### config.mk
export PLATFORM = sky130hd
export DESIGN_NAME = uart_rx_fifo_flat
export DESIGN_NICKNAME = d
export VERILOG_FILES = /design/src/rtl/uart_rx_fifo_if.sv /design/src/rtl/uart_rx_fifo.sv /design/src/flat_wrapper.sv
export SDC_FILE = /design/constraint.sdc
export NUM_CORES = 1
export LEC_CHECK = 0
export BUFFER_PORTS_ARGS = -buffer_cell sky130_fd_sc_hd__buf_2
export CAP_MARGIN = 20
export CORE_UTILIZATION = 35
export DETAILED_ROUTE_END_ITERATION = 10
export PLACE_DENSITY = 0.51
export SETUP_SLACK_MARGIN = 0.3
export SLEW_MARGIN = 25
export SYNTH_ARGS = -nofsm -noshare
export SYNTH_HDL_FRONTEND = slang
export SYNTH_SLANG_ARGS = --single-unit
### constraint.sdc
create_clock -name clk -period 6.87 [get_ports clk]
set_input_delay 1.0305 -clock clk [delete_from_list [all_inputs] [get_ports clk]]
set_output_delay 1.0305 -clock clk [all_outputs]
set_load 0.005 [all_outputs]
### src/rtl/uart_rx_fifo_if.sv
// Purpose: groups the UART receive-side strobes and the FIFO head/consumer handshake.
// Latency: none; this only bundles wires.
// Backpressure: out_ready from the consumer; the receive side has none and may overrun.
interface uart_rx_fifo_if;
  logic [7:0] rx_data;
  logic       rx_valid;
  logic       parity_error;
  logic       frame_error;
  logic [7:0] out_data;
  logic       out_perr;
  logic       out_ferr;
  logic       out_valid;
  logic       out_ready;

  // The producer/consumer side: drives received frames and accepts head entries.
  modport master (
    output rx_data, rx_valid, parity_error, frame_error, out_ready,
    input  out_data, out_perr, out_ferr, out_valid
  );

  // The FIFO side.
  modport slave (
    input  rx_data, rx_valid, parity_error, frame_error, out_ready,
    output out_data, out_perr, out_ferr, out_valid
  );
endinterface

### src/rtl/uart_rx_fifo.sv
// Purpose: first-word-fall-through FIFO for UART frames, storing byte plus parity/frame flags.
// Latency: a push into an empty FIFO shows as out_valid one cycle later.
// Backpressure: out_ready stalls the head; a push into a full FIFO without a pop is dropped and sets overrun.
module uart_rx_fifo #(
  parameter int DEPTH     = 16,
  parameter int AF_THRESH = 12
) (
  input  logic                     clk,
  input  logic                     rst,
  uart_rx_fifo_if.slave            bus,
  input  logic                     clr_overrun,
  output logic [$clog2(DEPTH):0]   count,
  output logic                     empty,
  output logic                     full,
  output logic                     almost_full,
  output logic                     overrun,
  output logic [7:0]               perr_cnt,
  output logic [7:0]               ferr_cnt
);

  localparam int AW = $clog2(DEPTH);
  localparam int CW = AW + 1;

  typedef struct packed {
    logic       perr;
    logic       ferr;
    logic [7:0] data;
  } entry_t;

  entry_t          mem [DEPTH];
  logic [AW-1:0]   rd_ptr;
  logic [AW-1:0]   wr_ptr;
  entry_t          head;
  entry_t          wr_entry;
  logic            push_req;
  logic            pop;
  logic            push_ok;
  logic            drop;

  assign head = mem[rd_ptr];

  // Decide this cycle's push/pop; a full FIFO still accepts when the head leaves in the same cycle.
  always_comb begin
    push_req      = bus.rx_valid | bus.frame_error;
    pop           = bus.out_valid & bus.out_ready;
    push_ok       = push_req & ((count < CW'(DEPTH)) | pop);
    drop          = push_req & ~push_ok;
    wr_entry.perr = bus.parity_error;
    wr_entry.ferr = bus.frame_error;
    wr_entry.data = bus.rx_data;
  end

  // Pointers and occupancy; pointers wrap naturally because DEPTH is a power of two.
  always_ff @(posedge clk) begin
    if (rst) begin
      rd_ptr <= '0;
      wr_ptr <= '0;
      count  <= '0;
    end else begin
      if (push_ok) wr_ptr <= wr_ptr + 1'b1;
      if (pop)     rd_ptr <= rd_ptr + 1'b1;
      case ({push_ok, pop})
        2'b10:   count <= count + CW'(1);
        2'b01:   count <= count - CW'(1);
        default: count <= count;
      endcase
    end
  end

  // Entry storage; contents are never reset, the pointers alone define what is valid.
  always_ff @(posedge clk) begin
    if (push_ok && !rst) mem[wr_ptr] <= wr_entry;
  end

  // Sticky overrun: a drop in the same cycle as a clear keeps the flag set.
  always_ff @(posedge clk) begin
    if (rst)              overrun <= 1'b0;
    else if (drop)        overrun <= 1'b1;
    else if (clr_overrun) overrun <= 1'b0;
  end

  // Saturating error statistics, counting only frames that were actually stored.
  always_ff @(posedge clk) begin
    if (rst) begin
      perr_cnt <= '0;
      ferr_cnt <= '0;
    end else begin
      if (push_ok && bus.parity_error && perr_cnt != 8'hFF) perr_cnt <= perr_cnt + 8'd1;
      if (push_ok && bus.frame_error  && ferr_cnt != 8'hFF) ferr_cnt <= ferr_cnt + 8'd1;
    end
  end

  // Status derived from the registered count so all flags agree in every cycle.
  always_comb begin
    empty         = (count == '0);
    full          = (count == CW'(DEPTH));
    almost_full   = (count >= CW'(AF_THRESH));
    bus.out_valid = ~empty;
    bus.out_data  = bus.out_valid ? head.data : 8'h00;
    bus.out_perr  = bus.out_valid & head.perr;
    bus.out_ferr  = bus.out_valid & head.ferr;
  end

endmodule

### src/flat_wrapper.sv
// flat-port wrapper written by rule: the top's interface ports become plain ports
module uart_rx_fifo_flat 
#(
  parameter int DEPTH     = 16,
  parameter int AF_THRESH = 12
)
  (clk, rst, clr_overrun, count, empty, full, almost_full, overrun, perr_cnt, ferr_cnt, bus_rx_data, bus_rx_valid, bus_parity_error, bus_frame_error, bus_out_ready, bus_out_data, bus_out_perr, bus_out_ferr, bus_out_valid);
  uart_rx_fifo_if bus_i ();
  input  logic clk;
  input  logic rst;
  input  logic clr_overrun;
  output logic [$clog2(DEPTH):0] count;
  output logic empty;
  output logic full;
  output logic almost_full;
  output logic overrun;
  output logic [7:0] perr_cnt;
  output logic [7:0] ferr_cnt;
  input wire logic [$bits(bus_i.rx_data)-1:0] bus_rx_data;
  input wire logic [$bits(bus_i.rx_valid)-1:0] bus_rx_valid;
  input wire logic [$bits(bus_i.parity_error)-1:0] bus_parity_error;
  input wire logic [$bits(bus_i.frame_error)-1:0] bus_frame_error;
  input wire logic [$bits(bus_i.out_ready)-1:0] bus_out_ready;
  output wire logic [$bits(bus_i.out_data)-1:0] bus_out_data;
  output wire logic [$bits(bus_i.out_perr)-1:0] bus_out_perr;
  output wire logic [$bits(bus_i.out_ferr)-1:0] bus_out_ferr;
  output wire logic [$bits(bus_i.out_valid)-1:0] bus_out_valid;
  assign bus_i.rx_data = bus_rx_data;
  assign bus_i.rx_valid = bus_rx_valid;
  assign bus_i.parity_error = bus_parity_error;
  assign bus_i.frame_error = bus_frame_error;
  assign bus_i.out_ready = bus_out_ready;
  assign bus_out_data = bus_i.out_data;
  assign bus_out_perr = bus_i.out_perr;
  assign bus_out_ferr = bus_i.out_ferr;
  assign bus_out_valid = bus_i.out_valid;
  uart_rx_fifo #(.DEPTH(DEPTH), .AF_THRESH(AF_THRESH)) u_core (.clk(clk), .rst(rst), .bus(bus_i), .clr_overrun(clr_overrun), .count(count), .empty(empty), .full(full), .almost_full(almost_full), .overrun(overrun), .perr_cnt(perr_cnt), .ferr_cnt(ferr_cnt));
endmodule
==> summary.md, run 1 <==
| Metric | Value |
|---|---|
| Status | `completed` |
| Min cycle time layout | `about 4000 ps` |
| Worst Path Required | `between 5000 and 6000 ps` |
| Largest net degree at the start of global routing | `44` |
| CTS tree | `built` |
| Via count | `4454` |
| Startpoint types | `register` |
| Critical R2R Capture | `u_core.count[2]` |
| Slew Viols, Final | `0` |
| Mapped Area | `between 8000 and 9000 um^2` |
| Cell Rows | `between 50 and 60` |
| Worst EP arrival | `about 3000 ps` |
| Seq/Total Area, Yosys | `between 60% and 70%` |
| Area leader, netlist | `edfxtp_1` |
| WL per Instance | `roughly 21 um` |
| TritonCTS Sinks | `between 150 and 200` |
| Max clock buf depth | `2` |
| Routed vias/inst | `approximately 5.4` |
| IO Pins | `between 50 and 60` |
| Sequential Area | `approximately 5500 um^2` |
| Final std cells w/o fill | `a little over 800` |
| WHS Endpoint | `u_core.perr_cnt[6]` |
| Least-Margin Pin Slew | `around 990 ps` |
| Setup WS post-layout | `around 2800 ps` |
| Mapped Cells | `around 470` |
| 1st-iter DRT viols | `a little under 300` |
| Drt drc | `0` |
| First-pass GRT wire length | `26.4 mm` |
| Mapped Avg Cell Area | `between 15 and 20 um^2` |
| Max Cap Violations | `0` |
| Min-delay worst type | `reg2reg` |
| CTS root buffer | `clkbuf_16` |
| DIE WIDTH | `roughly 150 um` |
| Dpl cell area | `approximately 8700 um^2` |
| Fill cells | `just over 2000` |
| Dominant synthesized flop cell | `edfxtp_1` |
| RSZ-0062 raised after global routing | `false` |
| Overall routing resource usage | `between 10% and 20%` |
| Final setup violation count | `0` |
| Nature of the critical path endpoint | `primary output` |
| Unique masters post-synth | `54` |
| Placeable Area | `roughly 23000 um^2` |
| Placed insts | `slightly below 800` |
| Final-stage net count | `~550` |
| Post-Route WL | `about 17 mm` |
| Number of global-route vias before repair | `about 4400` |
| Detail Route Antenna Nets | `0` |
| CP max FO | `29` |
| Leakage | `between 0.003 and 0.004 uW` |
| # hold bufs at CTS | `0` |
| GRT Residual Overflow | `0` |
| Ant diodes | `0` |
| Share of layout cells above drive strength 1 | `26.9%` |
| Rel. slew slack | `34.0%` |
| Placer Congestion | `0.751` |
| Net Count, Synth | `490` |
| H-tree depth | `4` |
| Worst-case reg-to-reg path depth | `9` |
| Share of the synthesized area in the top cell type | `59.1%` |
| FMAX | `~250 MHz` |
| Maximum VDD drop | `roughly 190 uV` |
| Critical R2R Launch | `u_core.count[2]` |
| Port buffer count | `50` |
| Die area | `approximately 24000 um^2` |
| Setup total negative slack | `0 ps` |
| Seq cells post-synth | `between 150 and 200` |
| Clk_lat worst skew | `between 400 and 500 ps` |
| EDFF count, synth | `160` |
| Initial antenna violation count | `0` |
| Pre-CTS setup slack | `roughly 3300 ps` |
| Largest cells by area after synthesis | `edfxtp_1, dfxtp_1, mux4_1, mux4_2, nor2_1` |
| Clk slew on worst S/H paths | `80 ps` |
| Ys async rst share | `0%` |
| Yosys warns | `0` |
| Fin. Hold Viols | `0` |
| Num CTS Buffers | `17` |
| Hold_sp | `u_core.perr_cnt[6]` |
| CP Class | `reg2out` |
| Multi-input logic area | `2480 um^2` |
| Setup Buffers After CTS | `0` |
| Initial Utilization | `between 30% and 40%` |
| Reg2reg setup slack | `3900 ps` |
| Syn-to-layout area delta | `14.9%` |
| DP Wirelength | `about 10 mm` |
| Pwr Total | `slightly below 3000 uW` |
| Die H | `about 150 um` |
| CTS resizes | `0` |
| DR pass1 iterations | `4` |
| Design area | `between 9000 and 10000 um^2` |
| Period utilisation layout | `around three fifths` |
| Power per cell area | `316 nW/um^2` |
| Clock Skew | `around 18 ps` |
| Hold depth | `2` |
## Yosys cell counts (2+ instances only)
| cell | number |
|---|---|
| o211ai_1 | 2 |
| nand4_1 | 2 |
| buf_6 | 4 |
| nor3_1 | 8 |
| o21ai_1 | 4 |
| nor2b_4 | 8 |
| buf_1 | 7 |
| and3_1 | 2 |
| nand2_1 | 13 |
| o31ai_1 | 9 |
| xor2_1 | 8 |
| edfxtp_1 | 160 |
| or3_1 | 4 |
| nor4_1 | 3 |
| inv_1 | 8 |
| nor3b_1 | 3 |
| clkbuf_1 | 10 |
| mux2i_1 | 3 |
| mux4_2 | 25 |
| nand3_1 | 8 |
| mux2_1 | 2 |
| nor2_1 | 38 |
| xnor2_1 | 2 |
| a21oi_1 | 16 |
| nand2b_1 | 3 |
| mux4_1 | 25 |
| nor2b_1 | 6 |
| dfxtp_1 | 34 |
| o21ai_0 | 3 |
| or4_1 | 9 |
| buf_2 | 3 |
| inv_2 | 2 |
| ha_1 | 10 |
## critical path, stage by stage (launching register included)
cell and delay [ps]:
dfxtp_2 610, buf_4 530, mux4_2 560, mux4_2 520
nor2b_1 180, buf_2 150
## final cells by class
type	instances	area share, %
timing repair buffer	69	4.21
multi-input combinational	235	26.5
clock inverter	14	1.71
tap	285	3.82
inverter	10	0.402
clock buffer	18	4.60
sequential	194	58.7
## cell families after synthesis
kind of cell | Yosys count | synth area share (%)
multiplexers | 55 | 15.7
flip-flops | 194 | 67.5
buffers and inverters | 36 | 2.33
AND/OR/NAND/NOR | 115 | 8.24
XOR/XNOR | 10 | 1.08
AO/OA/AOI/OAI | 45 | 3.65
adder cells (fa/ha/maj) | 10 | 1.54
## cells in the final DEF (no fill, tap or decap), types with 10 or more instances in the layout
cell type | netlist | routed
buf_2 | 3 | 50
a21oi_1 | 16 | 16
dfxtp_1 | 34 | 33
buf_4 | 1 | 19
mux4_2 | 25 | 25
edfxtp_1 | 160 | 160
ha_1 | 10 | 10
mux4_1 | 25 | 25
nand2_1 | 13 | 13
nor2_1 | 38 | 36
clkbuf_16 | 0 | 17
## through the flow
step	utilization, %	hold WS (ps)
floorplan	-	472
detailed placement	38.5	494
global placement	38.5	479
finish	41.1	503
CTS	41.1	513
global route	41.1	533
## where the power goes
group          total [uW]  leakage, uW  internal, uW  switching [uW]
clock                 967     0.000287           490             476
combinational         612      0.00119           293             320
sequential           1370      0.00172          1320            51.7
## registers in the layout, summed over array words and instances (netlist names), named ones only
name             cells
u_core.ferr_cnt      8
u_core.overrun       1
u_core.rd_ptr        4
u_core.mem         160
u_core.wr_ptr        4
u_core.count         5
u_core.perr_cnt      8
## worst max path at each step
| stage | startpoint | depth (start not counted) | slack (ps) | to |
|---|---|---|---|---|
| floorplan | bus_frame_error | 10 | 3930 | u_core.count[2] |
| detailed placement | register | 5 | 3250 | bus_out_ferr |
| global placement | register | 5 | 3290 | bus_out_ferr |
| finish | register | 5 | 2840 | bus_out_ferr |
| global route | register | 5 | 2680 | bus_out_ferr |
| CTS | register | 5 | 2790 | bus_out_ferr |
## metal layers
layer / vias to the layer above / GRT usage (%) / part of all wire [%]
li1: 1998 / - / -
met1: 2327 / 20.9 / 47
met2: 118 / 24.5 / 48
met3: 11 / 3.42 / 4.6
met4: 0 / 4.01 / 1.1
met5: - / 0 / 0
Power figures use the tool's default switching activity.
==> run 2, diff against run 1 <==
- clock period: 6.87 -> 4 ns (I/O delays scaled with it)
==> run 2 against run 1 <==
Clock skew fell by 5.2 ps. Hold slack worse by 31 ps. Clock-buffer cell count shrank 1. Sequential cell count stayed put. First-iteration DRC count increased by 8.9%. Design area rose by 0.71%. Sequential share of layout area shrank 0.41 points. Largest cell class unchanged.
==> summary.md, run 2 (synthesized netlist as in run 1, its figures left out) <==
| Metric | Value |
|---|---|
| Min-delay worst type | `in2reg` |
| # hold bufs at CTS | `0 (unchanged)` |
| Maximum VDD drop | `265 uV (+40%)` |
| Max clock buf depth | `2 (unchanged)` |
| Share of layout cells above drive strength 1 | `27.1% (+0.27 points)` |
| Leakage | `0.00323 uW (+0.99%)` |
| Hold depth | `4 (+2)` |
| Rel. slew slack | `39.8% (+5.7 points)` |
| Sequential Power Share | `46.0% (-0.5 points)` |
| Routed vias/inst | `5.23 (-3.0%)` |
| RSZ-0062 raised after global routing | `false` |
| Setup Buffers After CTS | `0 (unchanged)` |
| Clk pwr share | `33.7% (+0.9 points)` |
| Largest Register | `u_core.mem` |
| Setup total negative slack | `0 ps (unchanged)` |
| Clk_lat worst skew | `440 ps (about the same)` |
| FMAX | `292 MHz` |
| 1st-iter DRT viols | `318 (+8.9%)` |
| Largest net degree at the start of global routing | `44 (unchanged)` |
| Power per cell area | `549 nW/um^2 (+74%)` |
| GRT Residual Overflow | `0 (unchanged)` |
| TritonCTS Sinks | `194 (unchanged)` |
| Clk slew on worst S/H paths | `80 ps (about the same)` |
| Pwr Total | `5160 uW (+75%)` |
| Worst Path Required | `3400 ps (-2440 ps)` |
| Ant diodes | `0 (unchanged)` |
| DIE WIDTH | `154 um (unchanged)` |
| Drt drc | `0 (unchanged)` |
| Most frequent cells in the layout | `edfxtp_1, buf_2, nor2_1` |
| Placer Congestion | `0.760 (+1.3%)` |
| Num CTS Buffers | `17 (unchanged)` |
| Top Registers | `u_core.mem x160, u_core.ferr_cnt x8, u_core.perr_cnt x8` |
| Startpoint types | `register` |
| Nature of the critical path endpoint | `primary output` |
| WL per Instance | `21.0 um (-0.24%)` |
| Combinational Power Share | `20.3% (-0.5 points)` |
| Initial Utilization | `35.8% (unchanged)` |
| Die H | `154 um (unchanged)` |
| Overall routing resource usage | `15.4% (+0.17 points)` |
| Number of global-route vias before repair | `4465 (+0.43%)` |
| Detail Route Antenna Nets | `0 (unchanged)` |
| DP Wirelength | `10.5 mm (+0.36%)` |
| CTS root buffer | `clkbuf_16` |
| WHS Endpoint | `u_core.overrun` |
| P_sw | `1520 uW (+79%)` |
| Syn-to-layout area delta | `15.8%` |
| Final setup violation count | `0 (unchanged)` |
| Critical R2R Capture | `u_core.count[2]` |
| Slew Viols, Final | `0 (unchanged)` |
| Post-Route WL | `17.3 mm (about the same)` |
| Cell-internal power | `3650 uW (+73%)` |
| First-pass GRT wire length | `26.8 mm (+1.5%)` |
| CP max FO | `24 (-17%)` |
| CP Class | `reg2out` |
| Sw frac | `29.4% (+0.64 points)` |
| Initial antenna violation count | `0 (unchanged)` |
| Status | `completed` |
| Hold_sp | `clr_overrun` |
| Critical R2R Launch | `u_core.count[2]` |
| Fin. Hold Viols | `0 (unchanged)` |
| CTS tree | `built` |
| Period utilisation layout | `85.7%` |
| Min cycle time layout | `about 3400 ps` |
| Max Cap Violations | `0 (unchanged)` |
| Clock Skew | `13.0 ps (-5.17 ps)` |
| CTS resizes | `0 (unchanged)` |
| IO Pins | `51 (unchanged)` |
| DR pass1 iterations | `4 (unchanged)` |
| Placeable Area | `22700 um^2 (unchanged)` |
| Reg2reg setup slack | `1010 ps (-2890 ps)` |
| Largest register FFs | `160 (unchanged)` |
| Least-Margin Pin Slew | `902 ps (-86.3 ps)` |
| Port buffer count | `50 (unchanged)` |
| H-tree depth | `4 (unchanged)` |
| Cell Rows | `55 (unchanged)` |
| Worst-case reg-to-reg path depth | `9 (unchanged)` |
| Final-stage net count | `554 (+0.36%)` |
| Die area | `23800 um^2 (unchanged)` |
| Via count | `4329 (-2.8%)` |
| Fill cells | `2039 (-0.83%)` |
| Worst EP arrival | `2830 ps (-170 ps)` |
| Most common cell after layout, fill and taps aside | `edfxtp_1` |
==> run 2: worst max-delay path by stage <==
| stage | to | slack, ps | cells past startpoint | start |
|---|---|---|---|---|
| 3_3_place_gp | bus_out_data[6] | 970 | 5 | register |
| 6_report | bus_out_data[6] | 570 | 5 | register |
| 4_1_cts | bus_out_data[6] | 510 | 5 | register |
| 2_1_floorplan | u_core.count[2] | 1180 | 12 | u_core.count[2] |
| 5_1_grt | bus_out_data[6] | 440 | 5 | register |
| 3_5_place_dp | u_core.count[2] | 990 | 10 | bus_frame_error |
==> run 2: final cells by class <==
| type | count | area (um^2) | area share (%) |
|---|---|---|---|
| inverter | 10 | 37.5 | 0.399 |
| sequential | 194 | 5490 | 58.3 |
| multi-input combinational | 235 | 2470 | 26.3 |
| tap | 285 | 357 | 3.79 |
| clock inverter | 15 | 205 | 2.18 |
| timing repair buffer | 71 | 420 | 4.47 |
| clock buffer | 17 | 425 | 4.52 |
==> run 2: routing by layer <==
metal / track usage, % / wire (um)
met3: 3.36 / 697
met1: 21.2 / 7990
met4: 4.24 / 144
met2: 24.7 / 8520
met5: 0 / 0
==> run 2: through the flow <==
step | utilization (%) | std cells | instance area (um^2) | setup WS (ps) | hold WS [ps]
final | 41.4 | 827 | 9410 | 571 | 471
after global routing | 41.4 | 827 | 9410 | 435 | 482
after CTS | 41.4 | 827 | 9410 | 506 | 459
after detailed placement | 38.6 | 795 | 8770 | 992 | 491
after global placement | 38.6 | 795 | 8770 | 975 | 483
after floorplan | - | 465 | 8130 | 1180 | 472
==> run 2: critical path: stages (launching register included) <==
cell and delay, ps:
dfxtp_2 720, buf_12 300, mux4_1 570, mux4_2 510, nor2b_4 140, buf_2 130
==> run 2: power by group through the flow <==
stage | Clock [uW] | Combinational, uW | Sequential [uW]
after floorplan | 0 | 789 | 2350
after global placement | 0 | 1040 | 2420
after detailed placement | 0 | 1060 | 2420
after CTS | 1780 | 1060 | 2380
after global routing | 1850 | 1140 | 2390
final | 1740 | 1050 | 2380
==> run 3, diff against run 2 <==
- GPL_TIMING_DRIVEN: default -> 0
==> run 3 against run 2 <==
Critical path type unchanged. Core utilization shrank 0.17 points. Global-route usage shrank 0.26 points. Largest power group unchanged. Sequential power shrank 3%. First-iteration DRC count grew 0.63%. Critical endpoint unchanged. Clock-buffer cell count grew 1. Via count grew 1.3%.
==> summary.md, run 3 (synthesized netlist as in run 1, its figures left out) <==
| Metric | Value |
|---|---|
| Reg2reg setup slack | `820 ps (-190 ps)` |
| Overall routing resource usage | `15.2% (-0.26 points)` |
| Clk_lat worst skew | `430 ps (about the same)` |
| Syn-to-layout area delta | `15.3%` |
| Min cycle time layout | `3280 ps (-149 ps)` |
| Crit path max-delay family | `multiplexers` |
| Setup Buffers After CTS | `0 (unchanged)` |
| Num CTS Buffers | `17 (unchanged)` |
| Worst Path Required | `3400 ps (about the same)` |
| Critical R2R Capture | `u_core.count[2]` |
| Design area | `9370 um^2 (-0.41%)` |
| CP most frequent cell | `mux4_2` |
| Ant diodes | `0 (unchanged)` |
| Crit path largest cell delay | `640 ps (-80 ps)` |
| First-pass GRT wire length | `26.5 mm (-1.1%)` |
| Setup total negative slack | `0 ps (unchanged)` |
| Drt drc | `0 (unchanged)` |
| FMAX | `305 MHz (+4.5%)` |
| Initial antenna violation count | `0 (unchanged)` |
| Clock Skew | `10.8 ps (-2.21 ps)` |
| Fin. Hold Viols | `0 (unchanged)` |
| Largest net degree at the start of global routing | `22 (-50%)` |
| Least-Margin Pin Slew | `1030 ps (+128 ps)` |
| Die area | `23800 um^2 (unchanged)` |
| Hold_sp | `clr_overrun` |
| CTS tree | `built` |
| WHS Endpoint | `u_core.overrun` |
| Number of global-route vias before repair | `4470 (+0.11%)` |
| Status | `completed` |
| 1st-iter DRT viols | `320 (+0.63%)` |
| CTS resizes | `0 (unchanged)` |
| H-tree depth | `4 (unchanged)` |
| Port buffer count | `50 (unchanged)` |
| TritonCTS Sinks | `194 (unchanged)` |
| Critical R2R Launch | `u_core.count[2]` |
| Detail Route Antenna Nets | `0 (unchanged)` |
| Max clock buf depth | `2 (unchanged)` |
| Placeable Area | `22700 um^2 (unchanged)` |
| RSZ-0062 raised after global routing | `false` |
| # hold bufs at CTS | `0 (unchanged)` |
| Sum of buffers and inverters on the critical path | `2 (unchanged)` |
| Placer Congestion | `0.793 (+4.2%)` |
| DR pass1 iterations | `5 (+1)` |
| Via count | `4386 (+1.3%)` |
| Dpl cell area | `8800 um^2 (+0.34%)` |
| Most common cell after layout, fill and taps aside | `edfxtp_1` |
| Startpoint types | `register` |
| Cell Rows | `55 (unchanged)` |
| IO Pins | `51 (unchanged)` |
| Period utilisation layout | `82.0% (-3.7 points)` |
| Min-delay worst type | `in2reg` |
| WL per Instance | `20.5 um (-2.4%)` |
| Share of layout cells above drive strength 1 | `26.0% (-1.2 points)` |
| GRT Residual Overflow | `0 (unchanged)` |
| Nature of the critical path endpoint | `primary output` |
| Worst EP arrival | `2680 ps (-150 ps)` |
| Slowest stage cell, crit path | `buf_1` |
| Cell Chain, Critical Path | `buf_1 > mux4_2 > mux4_2 > nor2b_4 > buf_2` |
| Leakage | `0.00316 uW (-2.1%)` |
| Die H | `154 um (unchanged)` |
| Initial Utilization | `35.8% (unchanged)` |
| Power per cell area | `544 nW/um^2 (-0.77%)` |
| CTS root buffer | `clkbuf_16` |
| Top Registers | `u_core.mem x160, u_core.ferr_cnt x8, u_core.perr_cnt x8` |
| Clk slew on worst S/H paths | `60 ps (-20 ps)` |
| Largest register FFs | `160 (unchanged)` |
| Most frequent cells in the layout | `edfxtp_1, buf_2, dfxtp_1` |
| Routed vias/inst | `5.25 (+0.23%)` |
| Final setup violation count | `0 (unchanged)` |
| Hold depth | `4 (unchanged)` |
| DIE WIDTH | `154 um (unchanged)` |
| CP Class | `reg2out` |
| Worst-case reg-to-reg path depth | `12 (+3)` |
| CP max FO | `10 (-58%)` |
| Final-stage net count | `563 (+1.6%)` |
| Rel. slew slack | `31.1% (-8.7 points)` |
| Maximum VDD drop | `317 uV (+20%)` |
| DP Wirelength | `11.7 mm (+11%)` |
| Max Cap Violations | `0 (unchanged)` |
| Slew Viols, Final | `0 (unchanged)` |
| Largest Register | `u_core.mem` |
| Post-Route WL | `17.1 mm (-1.3%)` |
## run 3: cell types whose count changed in the layout (fill, tap and decap cells not counted), sizes merged
| cell | before | now |
|---|---|---|
| buf | 71 | 70 |
| clkinv | 9 | 4 |
| bufinv | 0 | 1 |
| clkinvlp | 0 | 5 |
| clkbuf | 17 | 28 |
| inv | 16 | 14 |
## run 3: metrics by stage
step | utilization [%] | setup WS, ps | hold slack [ps] | total power, uW | cells
after floorplan | - | 1180 | 472 | 3140 | 465
after global placement | 38.5 | 217 | 479 | 3510 | 800
after detailed placement | 38.8 | 768 | 492 | 3550 | 804
after CTS | 41.2 | 627 | 499 | 5170 | 836
after global routing | 41.2 | 615 | 510 | 5340 | 836
final | 41.2 | 720 | 509 | 5100 | 836
## run 3: area by class of cell
cell class / count / area, um^2
fillers: 2045 / 13300
clock inverters: 14 / 129
repair buffers: 54 / 288
inverters: 10 / 37.5
plain buffers: 26 / 153
flip-flops and latches: 194 / 5490
multi-input cells: 235 / 2490
well taps: 285 / 357
clock buffers: 18 / 429
## run 3: power breakdown
| group | internal, uW | total (uW) | switching (uW) |
|---|---|---|---|
| logic | 545 | 1170 | 628 |
| registers | 2270 | 2320 | 52.1 |
| clock network | 865 | 1610 | 743 |
| total | 3680 | 5100 | 1420 |
## run 3: tightest hold or removal path: cells and delay by family
kind,cells,cell delay (ps)
compound gates,1,120
buf+inv,1,80
simple gates,2,90
## run 3: worst max path at each step
stage / cells past startpoint / slack [ps] / endpoint / startpoint
6_report: 5 / 720 / bus_out_data[6] / register
5_1_grt: 5 / 610 / bus_out_ferr / register
4_1_cts: 5 / 630 / bus_out_data[6] / register
3_5_place_dp: 11 / 770 / u_core.count[2] / bus_frame_error
3_3_place_gp: 5 / 220 / u_core.mem[2][3] / bus_frame_error
2_1_floorplan: 12 / 1180 / u_core.count[2] / u_core.count[2]
## run 3: routing by layer
layer	track usage, %	routed length, um	share of wire, %	up-vias
met5	0	0	0	-
met4	3.54	126	0.74	0
met3	3.14	576	3.4	13
met2	26.2	8560	50	98
met1	19.6	7850	46	2254
li1	-	-	-	2021
